$ cat src/rtl/inst_queue.sv
// inst_queue: decoupling FIFO between fetch/decode and rename/dispatch.
// Decoded bundles are buffered while rename stalls, so fetch can keep
// streaming. A flush (redirect) drops every wrong-path bundle in one cycle.
//
// Ports:
//   clk, rst_n      - clock (rising edge), synchronous active-low reset
//   flush           - discard all entries at the next edge
//   enq_valid/ready - producer handshake; enq_bundle is the incoming bundle
//   deq_valid/ready - consumer handshake; deq_bundle is the head entry
//   count           - registered occupancy, 0..DEPTH

package inst_queue_pkg;
    typedef struct packed {
        logic [31:0] pc;
        logic [2:0]  uop_class;
        logic [5:0]  op;
        logic        pred_taken;
        logic [31:0] pred_target;
    } decoded_bundle_t;
endpackage

module inst_queue
    import inst_queue_pkg::*;
#(
    parameter int DEPTH = 8,
    parameter int CW    = $clog2(DEPTH) + 1
) (
    input  logic            clk,
    input  logic            rst_n,
    input  logic            flush,
    input  logic            enq_valid,
    output logic            enq_ready,
    input  decoded_bundle_t enq_bundle,
    output logic            deq_valid,
    input  logic            deq_ready,
    output decoded_bundle_t deq_bundle,
    output logic [CW-1:0]   count
);

    localparam int AW = $clog2(DEPTH);

    // Pointers carry one extra wrap bit so full and empty are distinguishable.
    logic [AW:0]     head;
    logic [AW:0]     tail;
    logic [CW-1:0]   count_q;
    decoded_bundle_t mem [DEPTH];

    logic empty;
    logic full;
    logic enq_fire;
    logic deq_fire;

    assign empty = (head == tail);
    assign full  = (head[AW] != tail[AW]) && (head[AW-1:0] == tail[AW-1:0]);

    // Readiness is derived only from registered state, so a full queue
    // never accepts in the same cycle it drains (no ready->ready path).
    assign enq_ready = rst_n && !flush && !full;
    assign deq_valid = rst_n && !flush && !empty;

    assign enq_fire = enq_valid && enq_ready;
    assign deq_fire = deq_valid && deq_ready;

    assign deq_bundle = deq_valid ? mem[head[AW-1:0]] : '0;
    assign count      = count_q;

    // Control state: pointers and occupancy; reset and flush clear alike.
    always_ff @(posedge clk) begin
        if (!rst_n || flush) begin
            head    <= '0;
            tail    <= '0;
            count_q <= '0;
        end else begin
            if (enq_fire) begin
                tail <= tail + 1'b1;
            end
            if (deq_fire) begin
                head <= head + 1'b1;
            end
            case ({enq_fire, deq_fire})
                2'b10:   count_q <= count_q + 1'b1;
                2'b01:   count_q <= count_q - 1'b1;
                default: count_q <= count_q;
            endcase
        end
    end

    // Storage: never reset; enq_fire is already gated by rst_n and flush.
    always_ff @(posedge clk) begin
        if (enq_fire) begin
            mem[tail[AW-1:0]] <= enq_bundle;
        end
    end

endmodule

$ cat config.mk
export PLATFORM = sky130hd
export DESIGN_NAME = inst_queue
export DESIGN_NICKNAME = d
export VERILOG_FILES = /design/src/rtl/inst_queue.sv
export SDC_FILE = /design/constraint.sdc
export NUM_CORES = 1
export LEC_CHECK = 0
export CORE_MARGIN = 3
export CORE_UTILIZATION = 25
export CTS_BUF_LIST = sky130_fd_sc_hd__clkbuf_16
export CTS_CLUSTER_DIAMETER = 40
export DETAILED_ROUTE_END_ITERATION = 8
export DONT_BUFFER_PORTS = 1
export SLEW_MARGIN = 40
export SYNTH_ARGS = -nofsm -noshare
export SYNTH_HDL_FRONTEND = slang
export SYNTH_SLANG_ARGS = --single-unit
$ cat constraint.sdc
create_clock -name clk -period 14.8 [get_ports clk]
set_input_delay 2.22 -clock clk [delete_from_list [all_inputs] [get_ports clk]]
set_output_delay 2.22 -clock clk [all_outputs]
set_load 0.01 [all_outputs]
==> flow_summary.json, run 1 <==
{
  "design_area_sq_mm": 0.02799,
  "syn_avg_cell_area_sq_um": 22.33,
  "power.leakage_nw": 8.338,
  "clock-sinks": 607,
  "ys.flop_type": "sky130_fd_sc_hd__edfxtp_1",
  "worstSetupStartpointType": "primary input",
  "placeable_core_region_sq_mm": 0.09208,
  "setup_total_negative_slack_ns": 0,
  "timing.critical_path.slowest_cell_delay_ns": 0.42,
  "crit_path_top_delay_cell": "sky130_fd_sc_hd__nor2_1",
  "gp_routability_congestion": 0.6726,
  "cp.buffers_inverters": 2,
  "drt_first_pass_iters": 5,
  "grt_setup_unrepaired": "no",
  "timing.hold.worst.start": "count[3]$_SDFFE_PP0P_",
  "top_level_ports": 159,
  "post-route-min-period_ns": 6.170,
  "timing.critical_path.to_type": "primary output",
  "cts-htree-levels": 3,
  "regToRegSetupSlack_ns": 11.31,
  "clkLatencyLatePin_ns": 0.63,
  "dp.final_hpwl_um": 27350,
  "clk_path_buf_depth": 3,
  "result_of_the_run": "completed",
  "post_synth_num_cell_types": 40,
  "portBuffers": 0,
  "critical-path-top-delay-family": "simple AND/OR/NAND/NOR gates",
  "finalHoldViolCount": 0,
  "drt_first_iter_violations": 724,
  "drc_errors": 0,
  "grt_pass1_vias": 11380,
  "synth.ff_latch_count": 607,
  "grt_first_pass_wirelength_um": 76940,
  "synth_warnings": 0,
  "slew_violations": 0,
  "max_slew_margin_pct": 44.64,
  "grt_overflow_total": 0,
  "row_cnt": 111,
  "synth-edff-count": 592,
  "crit_fanout": 41,
  "synthArstFlopShare_pct": 0,
  "detailed_place.area_sq_mm": 0.02491,
  "whs_ns": 0.5251,
  "drive_above_1_share_pct": 28.57,
  "dp_worst_setup_slack_ns": 8.510,
  "via_per_inst": 4.320,
  "clock.fmax_mhz": 162.1,
  "clk_root_buffer_cell": "sky130_fd_sc_hd__clkbuf_16",
  "syn_nets": 1128,
  "post_cts_resize_count": 0,
  "cts-buffers-inserted": 86,
  "wl_um": 51890,
  "dieWidth_um": 311.4,
  "regToRegEndpoint": "mem[4][49]$_DFFE_PP_",
  "post-route-worst-setup-slack_ns": 8.630,
  "initial_cell_density_of_the_core_pct": 25.32,
  "holdPathEnd": "count[3]$_SDFFE_PP0P_",
  "yosysSeqAreaShare_pct": 77.53,
  "utilization_pct": 30.40,
  "grt_antenna_before_repair": 0,
  "setup.worst_path.class": "in2out",
  "finalSetupViolations": 0,
  "die-area_sq_mm": 0.09697,
  "critical_path.reg2reg.startpoint": "tail[0]$_SDFFE_PP0P_",
  "timing.final.crit_share_pct": 41.69,
  "class_of_the_most_critical_hold_timing_path": "reg2reg",
  "rr_worst_depth": 6,
  "route.antenna.remaining_nets": 0,
  "routed-via-count": 10460,
  "post_drt_wl_per_cell_um": 21.44,
  "cts_setup_buffers": 0,
  "synthesized_instance_count": 1044,
  "timing.critical_path.cells": "nor2b_1, o21ai_4, buf_8, buf_4, nor2_1",
  "areaGrowthSynthToFinish_pct": 20.05,
  "cts_tree": "done",
  "grtUsageTotal_pct": 10.77,
  "largest_vdd_supply_drop_v": 0.0001036,
  "power_per_cell_area_mw_per_mm2": 145.4,
  "timing.max_cap.violations": 0,
  "num-fill-cells": 8831,
  "largest_net_degree_at_the_start_of_global_routing": 68,
  "clock_skew_ns": 0.03056,
  "syn_area_sq_mm": 0.02332,
  "floorplan.die.height_um": 311.4,
  "worst_setup_hold_path_clk_slew_ns": 0.05,
  "worstHoldPathCells": 2,
  "critPathArrivalTime_ns": 3.95,
  "ctsHoldBuffers": 0,
  "nNetsFinal": 1189,
  "worst_slew_pin_slew_ns": 0.8304,
  "worstPathRequired_ns": 12.58
}
==> synth_stat cells (2+ instances only) <==
master / count / share of area [%]
sky130_fd_sc_hd__nand2_1: 6 / 0.097
sky130_fd_sc_hd__and3_1: 2 / 0.054
sky130_fd_sc_hd__buf_2: 21 / 0.45
sky130_fd_sc_hd__a21oi_1: 4 / 0.086
sky130_fd_sc_hd__buf_6: 6 / 0.29
sky130_fd_sc_hd__nand3_1: 3 / 0.064
sky130_fd_sc_hd__xor2_2: 3 / 0.21
sky130_fd_sc_hd__o21ai_0: 7 / 0.15
sky130_fd_sc_hd__nor2_1: 88 / 1.4
sky130_fd_sc_hd__nand3b_1: 2 / 0.064
sky130_fd_sc_hd__inv_1: 4 / 0.064
sky130_fd_sc_hd__mux4_2: 148 / 14
sky130_fd_sc_hd__nor4b_1: 2 / 0.075
sky130_fd_sc_hd__nor4_1: 2 / 0.054
sky130_fd_sc_hd__dfxtp_1: 15 / 1.3
sky130_fd_sc_hd__xor2_1: 6 / 0.23
sky130_fd_sc_hd__o41ai_1: 2 / 0.075
sky130_fd_sc_hd__mux2i_1: 76 / 3.3
sky130_fd_sc_hd__or3_1: 4 / 0.11
sky130_fd_sc_hd__edfxtp_1: 592 / 76
sky130_fd_sc_hd__buf_1: 8 / 0.13
sky130_fd_sc_hd__buf_4: 2 / 0.064
sky130_fd_sc_hd__nor3_1: 4 / 0.086
sky130_fd_sc_hd__clkbuf_1: 17 / 0.27
sky130_fd_sc_hd__ha_1: 5 / 0.27
==> per-layer routing <==
| metal | vias up | track usage (%) | share of wire [%] |
|---|---|---|---|
| li1 | 4485 | - | - |
| met1 | 5643 | 13.10 | 41 |
| met2 | 243 | 18.17 | 51 |
| met3 | 84 | 3.558 | 6.4 |
| met4 | 0 | 3.300 | 2.1 |
| met5 | - | 0 | 0 |
==> layout make-up <==
type | instances | area, sq um | area share [%]
flip-flops and latches | 607 | 18090 | 64.62
multi-input cells | 379 | 5010 | 17.90
clock buffers | 87 | 2177 | 7.777
well taps | 1243 | 1555 | 5.556
clock inverters | 72 | 875.8 | 3.129
repair buffers | 27 | 269.0 | 0.9610
inverters | 4 | 15.01 | 0.05364
diodes | 1 | 2.502 | 0.008939
==> stage by stage <==
| stage | cells | total power [mW] |
|---|---|---|
| after floorplan | 1044 | 1.979 |
| after global placement | 2256 | 1.990 |
| after detailed placement | 2259 | 1.992 |
| after CTS | 2418 | 4.129 |
| after global routing | 2419 | 4.208 |
| final | 2420 | 4.070 |
==> worst max path at each step <==
stage	start	endpoint	slack, ns	cells past startpoint
after floorplan	rst_n	mem[3][0]$_DFFE_PP_	3.78	3
after global placement	rst_n	deq_bundle[18]	8.56	4
after detailed placement	rst_n	deq_bundle[18]	8.51	5
after CTS	flop	deq_bundle[50]	8.48	5
after global routing	flop	deq_bundle[50]	8.36	5
final	rst_n	deq_bundle[18]	8.63	5
==> worst reg2reg max path, cell delays in order, from the launching register on <==
cell                      delay (ns)
sky130_fd_sc_hd__dfxtp_1        0.64
sky130_fd_sc_hd__xor2_2         0.38
sky130_fd_sc_hd__or3_4          0.25
sky130_fd_sc_hd__o21ai_0        0.22
sky130_fd_sc_hd__nor4_2         0.22
sky130_fd_sc_hd__buf_4          0.58
sky130_fd_sc_hd__buf_4          0.73
==> cell usage in the layout, fill, tap and decap left out, types with 5 or more instances in the layout <==
master	n
sky130_fd_sc_hd__edfxtp_1	592
sky130_fd_sc_hd__mux4_2	148
sky130_fd_sc_hd__clkbuf_16	87
sky130_fd_sc_hd__nor2_1	86
sky130_fd_sc_hd__mux2i_1	76
sky130_fd_sc_hd__buf_4	18
sky130_fd_sc_hd__inv_1	13
sky130_fd_sc_hd__bufinv_16	13
sky130_fd_sc_hd__dfxtp_1	12
sky130_fd_sc_hd__inv_6	10
sky130_fd_sc_hd__clkinv_1	9
sky130_fd_sc_hd__inv_8	8
sky130_fd_sc_hd__o21ai_0	7
sky130_fd_sc_hd__clkinvlp_4	7
sky130_fd_sc_hd__xor2_1	6
sky130_fd_sc_hd__nand2_1	6
sky130_fd_sc_hd__clkinv_8	6
sky130_fd_sc_hd__ha_1	5
sky130_fd_sc_hd__clkinv_2	5
==> flip-flops by register name, summed over array words and instances, names as in the netlist, named ones only <==
register,cells
mem,592
count,4
head,4
tail,4
==> power by group <==
part	total, mW	switching [mW]	internal, mW
Combinational	0.0541	0.0305	0.0237
Sequential	1.90	0.00406	1.90
Clock	2.12	0.789	1.33
Total	4.07	0.823	3.25
==> cell families after synthesis <==
| family | synth area share (%) |
|---|---|
| AOI/OAI and AO/OA | 0.6011 |
| adders and majority gates | 0.2683 |
| DFF | 77.53 |
| xor gates and xnor gates | 0.4722 |
| and+or+nand+nor | 2.302 |
| buffers and inverters | 1.272 |
| muxes | 17.56 |
Power figures use the tool's default switching activity.
==> run 2: changes to the inputs <==
Clock period 14.8 ns to 6.11 ns, I/O delays scaled along.
==> run 2 against run 1 <==
Against the previous run:
- count of clock-buffer cells in the layout grew 3
- final area fell by 0.11%
- final cell count about the same
- critical path depth did not move
- combinational power grew 150%
- die area did not move
- largest power group unchanged
- sequential share of layout area increased by 0.072 points
- non-clock buffer count shrank 2
- utilization is essentially flat
==> flow_summary.json, run 2 (synthesis gave the netlist of run 1 again) <==
{
  "result_of_the_run": "completed",
  "grt_pass1_vias": 11600,
  "grt_overflow_total": 0,
  "cts_setup_buffers": 0,
  "regToRegSetupSlack_ns": 2.44,
  "dieWidth_um": 311.4,
  "finalHoldViolCount": 0,
  "drive_above_1_share_pct": 29.01,
  "power_per_cell_area_mw_per_mm2": 347.7,
  "post_cts_resize_count": 0,
  "post_drt_wl_per_cell_um": 20.85,
  "slew_violations": 0,
  "grtUsageTotal_pct": 10.52,
  "initial_cell_density_of_the_core_pct": 25.32,
  "n_antenna_cell": 0,
  "cts_tree": "done",
  "setup_total_negative_slack_ns": 0,
  "placeable_core_region_sq_mm": 0.09208,
  "worst_setup_hold_path_clk_slew_ns": 0.05,
  "wl_um": 50490,
  "worstPathRequired_ns": 5.19,
  "finalSetupViolations": 0,
  "row_cnt": 111,
  "post-route-min-period_ns": 4.143,
  "grt_antenna_before_repair": 3,
  "floorplan.die.height_um": 311.4,
  "grt_setup_unrepaired": "no",
  "drt_first_pass_iters": 4,
  "portBuffers": 0,
  "timing.final.crit_share_pct": 67.81,
  "worstHoldPathCells": 0,
  "design_area_sq_mm": 0.02796,
  "drt_first_iter_violations": 708,
  "gp_routability_congestion": 0.6976,
  "cts-buffers-inserted": 90,
  "most_common_cell_after_layout_fill_and_taps_aside": "sky130_fd_sc_hd__edfxtp_1",
  "areaGrowthSynthToFinish_pct": 19.92,
  "crit_fanout": 60,
  "grt_first_pass_wirelength_um": 76060,
  "largest_vdd_supply_drop_v": 0.0003055,
  "worst_slew_pin_slew_ns": 0.8145,
  "layout.cells.most_common_list": "sky130_fd_sc_hd__edfxtp_1 (592), sky130_fd_sc_hd__mux4_2 (148), sky130_fd_sc_hd__clkbuf_16 (90)",
  "whs_ns": 0.3755,
  "largest_register_ffs": 592,
  "holdPathEnd": "mem[1][22]$_DFFE_PP_",
  "max_slew_margin_pct": 45.29,
  "clock.fmax_mhz": 241.3,
  "class_of_the_most_critical_hold_timing_path": "in2reg",
  "clk_path_buf_depth": 3,
  "timing.hold.worst.start": "enq_bundle[22]",
  "power.leakage_nw": 8.301,
  "critPathArrivalTime_ns": 3.23,
  "clock-sinks": 607,
  "dp.final_hpwl_um": 28350,
  "setup.worst_path.class": "reg2out",
  "routed-via-count": 10420,
  "largest_net_degree_at_the_start_of_global_routing": 75,
  "timing.max_cap.violations": 0,
  "detailed_place.area_sq_mm": 0.02496,
  "regToRegEndpoint": "count[3]$_SDFFE_PP0P_",
  "drc_errors": 0,
  "route.antenna.remaining_nets": 0,
  "critical_path.reg2reg.startpoint": "tail[2]$_SDFFE_PP0P_",
  "rr_worst_depth": 8,
  "top_level_ports": 159,
  "worstSetupStartpointType": "flop",
  "clk_root_buffer_cell": "sky130_fd_sc_hd__clkbuf_16",
  "cts-htree-levels": 3,
  "ctsHoldBuffers": 0,
  "via_per_inst": 4.303,
  "timing.critical_path.to_type": "primary output",
  "clock_skew_ns": 0.01841,
  "clkLatencyLatePin_ns": 0.63,
  "nNetsFinal": 1191,
  "die-area_sq_mm": 0.09697
}
-- run 2: cell count changes in the layout (fill, tap and decap cells not counted), moves of 3 or more --
| cell | delta |
|---|---|
| sky130_fd_sc_hd__buf_12 | +3 |
| sky130_fd_sc_hd__inv_1 | -4 |
| sky130_fd_sc_hd__clkbuf_16 | +3 |
| sky130_fd_sc_hd__bufinv_16 | -7 |
| sky130_fd_sc_hd__clkinv_4 | +7 |
| sky130_fd_sc_hd__inv_8 | -5 |
| sky130_fd_sc_hd__buf_6 | -4 |
| sky130_fd_sc_hd__inv_6 | +11 |
-- run 2: area by class of cell --
class / count / area [sq um]
flip-flops and latches: 607 / 18090
multi-input cells: 379 / 5061
fillers: 8846 / 64120
well taps: 1243 / 1555
repair buffers: 25 / 262.8
inverters: 4 / 15.01
clock inverters: 74 / 726.9
clock buffers: 90 / 2252
-- run 2: routing by layer --
| metal | track usage [%] | vias to the layer above | wire length (um) |
|---|---|---|---|
| li1 | - | 4510 | - |
| met1 | 12.26 | 5577 | 20260 |
| met2 | 18.08 | 248 | 25560 |
| met3 | 3.312 | 86 | 3227 |
| met4 | 4.074 | 0 | 1450 |
| met5 | 0 | - | 0 |
-- run 2: how the worst max path moves through the flow --
stage                         start               endpoint  slack (ns)  cells after the start
2_1_floorplan                 rst_n    mem[3][0]$_DFFE_PP_        0.08                      3
3_3_place_gp   tail[2]$_SDFFE_PP0P_  count[3]$_SDFFE_PP0P_        2.10                      8
3_5_place_dp                   flop         deq_bundle[13]        2.47                      4
4_1_cts                        flop         deq_bundle[13]        1.76                      4
5_1_grt                        flop         deq_bundle[13]        1.74                      4
6_report       tail[2]$_SDFFE_PP0P_          deq_bundle[3]        1.97                      5
-- run 2: power by group --
group          internal (mW)  total (mW)  switching [mW]
Sequential              4.59        4.60          0.0106
Clock                   3.02        4.98            1.96
Combinational         0.0596       0.134          0.0744
Total                   7.67        9.72            2.05
-- run 2: metrics by stage --
| stage | instances | setup slack [ns] | util, % | total power, mW |
|---|---|---|---|---|
| final | 2422 | 1.967 | 30.37 | 9.721 |
| after global routing | 2422 | 1.739 | 30.37 | 10.07 |
| after CTS | 2421 | 1.759 | 30.35 | 9.871 |
| after detailed placement | 2257 | 2.467 | 27.11 | 4.827 |
| after global placement | 2257 | 2.103 | 27.10 | 4.823 |
| after floorplan | 1044 | 0.07596 | - | 4.792 |
-- run 2: worst max-delay path, cell delays in order (launching register included) --
cell	delay, ns
sky130_fd_sc_hd__dfxtp_1	0.69
sky130_fd_sc_hd__xor2_2	0.25
sky130_fd_sc_hd__or3_4	0.49
sky130_fd_sc_hd__o21ai_4	0.54
sky130_fd_sc_hd__buf_12	0.36
sky130_fd_sc_hd__nor2_1	0.16
